**src/rtl/game_ctrl.sv**
```systemverilog
// game_ctrl: game state, saturating score and optional hiscore (SF_HISCORE_EN).
module game_ctrl #(
  parameter int SPR_CNT      = 5,
  parameter int SCOREW       = 8,
  parameter int DEATH_FRAMES = 120
) (
  input  logic               clk_pix,
  input  logic               rst_n,
  input  logic               frame,
  input  logic               start,
  input  logic               collide,
  input  logic [SPR_CNT-1:0] land,
  output logic [1:0]         state,
  output logic               play,
  output logic               dead,
  output logic [SCOREW-1:0]  score,
  output logic [SCOREW-1:0]  hiscore,
  output logic               new_hi
);
  localparam int CW = $clog2(DEATH_FRAMES + 1);
  localparam int PW = $clog2(SPR_CNT + 1);
  typedef enum logic [1:0] {IDLE = 2'd0, PLAY = 2'd1, DYING = 2'd2, OVER = 2'd3} st_t;
  st_t               r_state, w_nxt;
  logic              r_start_q, r_arm, r_play, r_dead;
  logic [CW-1:0]     r_cnt;
  logic [SCOREW-1:0] r_score, w_sat;
  logic [SCOREW:0]   w_sum;
  logic [PW-1:0]     w_pop;
  logic              w_press, w_go, w_die;
  // r_arm blocks a start level held across reset from counting as a press
  assign w_press = start & ~r_start_q & r_arm;
  always_comb begin
    w_pop = '0;
    for (int i = 0; i < SPR_CNT; i++) w_pop = w_pop + PW'(land[i]);
  end
  assign w_sum = {1'b0, r_score} + (SCOREW+1)'(w_pop);
  assign w_sat = w_sum[SCOREW] ? '1 : w_sum[SCOREW-1:0];
  always_comb begin
    w_nxt = r_state;
    case (r_state)
      IDLE, OVER: if (w_press) w_nxt = PLAY;
      PLAY:       if (collide) w_nxt = DYING;
      DYING:      if (frame && r_cnt == CW'(DEATH_FRAMES - 1)) w_nxt = OVER;
    endcase
  end
  assign w_go  = w_nxt == PLAY && r_state != PLAY;
  assign w_die = r_state == PLAY && collide;
  always_ff @(posedge clk_pix or negedge rst_n)
    if (!rst_n) begin
      r_state   <= IDLE;
      r_start_q <= 1'b0;
      r_arm     <= 1'b0;
      r_play    <= 1'b0;
      r_dead    <= 1'b0;
      r_score   <= '0;
      r_cnt     <= '0;
    end else begin
      r_state   <= w_nxt;
      r_start_q <= start;
      r_arm     <= r_arm | ~start;
      r_play    <= w_nxt == PLAY;
      r_dead    <= w_nxt[1];
      if (w_go) r_score <= '0;
      else if (r_state == PLAY) r_score <= w_sat;
      if (w_die) r_cnt <= '0;
      else if (r_state == DYING && frame) r_cnt <= r_cnt + 1'b1;
    end
  assign state = r_state;
  assign play  = r_play;
  assign dead  = r_dead;
  assign score = r_score;
`ifdef SF_HISCORE_EN
  logic [SCOREW-1:0] r_hi;
  logic              r_new_hi;
  always_ff @(posedge clk_pix or negedge rst_n)
    if (!rst_n) begin
      r_hi     <= '0;
      r_new_hi <= 1'b0;
    end else if (w_die && w_sat > r_hi) begin
      r_hi     <= w_sat;
      r_new_hi <= 1'b1;
    end else if (w_go) r_new_hi <= 1'b0;
  assign hiscore = r_hi;
  assign new_hi  = r_new_hi;
`else
  assign hiscore = '0;
  assign new_hi  = 1'b0;
`endif
endmodule

```
**config.mk**
```make
export PLATFORM = sky130hd
export DESIGN_NAME = game_ctrl
export DESIGN_NICKNAME = d
export VERILOG_FILES = /design/src/rtl/game_ctrl.sv
export SDC_FILE = /design/constraint.sdc
export NUM_CORES = 1
export LEC_CHECK = 0
export CAP_MARGIN = 20
export CORE_ASPECT_RATIO = 0.75
export CORE_MARGIN = 5
export CORE_UTILIZATION = 49
export DETAILED_ROUTE_END_ITERATION = 16
export PLACE_DENSITY = 0.8
export SYNTH_ARGS = -nofsm -noshare
export SYNTH_HDL_FRONTEND = slang
export SYNTH_SLANG_ARGS = --single-unit
```
**constraint.sdc**
```tcl
create_clock -name clk_pix -period 2.55 [get_ports clk_pix]
set_input_delay 0.51 -clock clk_pix [delete_from_list [all_inputs] [get_ports clk_pix]]
set_output_delay 0.51 -clock clk_pix [all_outputs]
set_load 0.01 [all_outputs]
```
==> results.md <==
- Status: finished with violations
- Failing checks: setup timing
- Total of warnings raised by yosys: 0
- Distinct cells, synth: 36
- Register area share after synthesis: 38.4%
- Pwr dens: 921 mW/mm^2
- Post-synthesis instance area: 0.00130 mm^2
- Max-cap viol count: 0
- Type of the tightest min-delay check: reg -> reg
- Worst path buffer plus inverter count: 3
- RR Startpoint: score[0]
- Iter 0 DRT Violations: 61
- Vias in the first global route: 1162
- Type of the worst setup path: in -> reg
- RePlAce Congestion: 0.828
- Layout Utilization: 63.6%
- Mapped Avg Cell Area: 9.65 um^2
- Initial Utilization: 50.4%
- Die area: 0.00380 mm^2
- Crit end category: register
- First-pass GRT wire length: 5220 um
- Share of cells above drive strength 1: 18.9%
- Cells on worst reg2reg path: 9
- Fmax: 367 MHz
- Finish-stage setup viols: 8
- Tcrit/Tclk final: 107%
- Die width: 69.5 um
- Post-synth top area share: 38.4%
- Hold wc startpoint: r_arm
- Cell Area, Placed: 0.00158 mm^2
- Synth Instances: 135
- Worst endpoint data arrival time: 2.90 ns
- Startpoint Class: input port
- Detail-routed via count per cell: 5.39
- Worst-path cell chain: buf_6 -> fa_1 -> inv_2 -> fa_1 -> inv_2 -> ha_4 -> fa_2 -> a21oi_4 -> nor3_4 -> a22oi_2 -> o221ai_1
- Ports: 31
- Global Route Usage Sum: 17.6%
- Critical Path Max Stage Delay: 0.54 ns
- Longest Clk Path Bufs: 2
- Design area: 0.00164 mm^2
- RSZ-0062 raised after global routing: yes
- Post-detailed-route count of antenna-violating nets: 0
- Latest clock arrival within the worst-skew pair: 0.30 ns
- Tmin final: 2.72 ns
- Leading area contributor after synthesis: dfrtp_1
- Gr ovfl total: 0
- Pwr Total: 1.51 mW
- Largest net degree at the start of global routing: 21
- Port Buffers: 21
- NumNets Final: 187
- Diode count: 0
- Die span in y: 54.7 um
- Initial DRT Pass Iterations: 4
- Clk pin slew, worst setup/hold paths: 0.11 ns
- Post-DP HPWL: 2230 um
- LEAKAGE: 0.715 nW
- CP required: 2.73 ns
- CTS sink cnt: 20
- Ranking of synthesized cells by area: dfrtp_1, ha_1, buf_4
- CTS buffer count: 3
- H-Tree Depth: 1
- Worst-path maximum fanout: 6
- Crit-path leading delay family: adder cells
- Most frequent cells in the layout: dfrtp_1, clkdlybuf4s50_1, nand2_1
- Routed length per placed instance: 14.6 um
- CTS tree: built
- DRC Markers: 0
- Via count: 1077
- R2R Setup Slk: 0.25 ns
- Core area: 0.00258 mm^2
- R2R Path End: score[3]
- Setup ws final: -0.173 ns
- Clock Tree Root: clkbuf_4
- Final Slew Violations: 0
- Total routed wirelength: 2930 um
- Cell at the slowest stage of the critical path: fa_1
- Hold Path Sink: r_arm
- WHS Path Cells: 1
- P&R area growth vs syn: 26.1%
- Yosys reg bits: 20
- Clock skew: 0.00712 ns
- Fin. Hold Viols: 0
- Commonest non-fill, non-tap cell in the layout: dfrtp_1
- Rows: 16
- Initial antenna violation count: 0
- Max IR drop VDD: 475 uV
- Place WS: -0.837 ns
[Yosys cell counts, drive strengths merged]
| library cell | n |
|---|---|
| dfrtp | 20 |
| buf | 12 |
| inv | 11 |
| nand2 | 11 |
| nor2 | 9 |
| ha | 8 |
| o21ai | 8 |
| nand3 | 6 |
| nor3 | 5 |
| a211oi | 4 |
| a21oi | 4 |
| o211ai | 4 |
| fa | 3 |
| xnor2 | 3 |
| xor2 | 3 |
| a21o | 2 |
| mux2i | 2 |
| nand4b | 2 |
| o311ai | 2 |
| o31ai | 2 |
| or3 | 2 |
| a22oi | 1 |
| a31oi | 1 |
| and2 | 1 |
| and2b | 1 |
| clkbuf | 1 |
| conb | 1 |
| nand2b | 1 |
| nand3b | 1 |
| o211a | 1 |
| o21ba | 1 |
| o221ai | 1 |
| or4 | 1 |
[power breakdown]
group	switching (mW)	internal [mW]
combinational	0.465	0.425
clock	0.0994	0.0551
sequential	0.0754	0.392
[area by class of cell]
type,count,area [um^2]
Fill cell,218,940
Multi-Input combinational cell,99,747
Sequential cell,20,500
Timing Repair Buffer,31,287
Tap cell,36,45.0
Inverter,11,41.3
Clock buffer,3,22.5
[metrics by stage]
stage / hold slack (ns) / setup TNS, ns / instances
after global placement: 0.451 / -5.73 / 194
after detailed placement: 0.470 / -6.22 / 194
final: 0.490 / -0.719 / 200
after floorplan: 0.214 / -1.69 / 143
after CTS: 0.500 / -1.19 / 200
after global routing: 0.517 / -1.42 / 200
[cell families (layout without fill, tap and decap cells)]
family / count (synthesis) / count (layout) / share of synthesized area, %
simple gates: 40 / 40 / 15.7
xor+xnor: 6 / 6 / 4.04
buf+inv: 24 / 45 / 10.5
flops: 20 / 20 / 38.4
fa+ha+maj: 11 / 11 / 12.3
mux: 2 / 2 / 1.54
other cells: 1 / 9 / 0.288
compound gates: 31 / 31 / 17.3
[how the worst max path moves through the flow]
stage,from,endpoint,slack [ns],cells past startpoint
after floorplan,land[0],score[3],-0.25,10
after global placement,land[0],score[3],-0.74,11
after detailed placement,land[0],score[3],-0.84,11
after CTS,land[3],score[3],-0.22,11
after global routing,land[0],score[4],-0.26,12
final,land[0],score[3],-0.17,11
[state kept, by name (all words and copies together), names as in the netlist]
register   count
dead           1
play           1
r_arm          1
r_cnt          7
r_start_q      1
score          8
state          1
[routing by layer]
metal | part of all wire, % | vias up | global-route usage [%]
met5 | 0 | - | 0
met4 | 0.68 | 0 | 4.55
met2 | 54 | 27 | 34.3
met1 | 41 | 535 | 19.1
li1 | - | 513 | -
met3 | 4.2 | 2 | 5.32
[timing repair]
action                     CTS  global route
setup endpoints to repair    8             8
pin swaps                    6             7
gates resized for setup     14            10
hold buffers                 0             0
buffers inserted             3             0
Power figures use the tool's default switching activity.
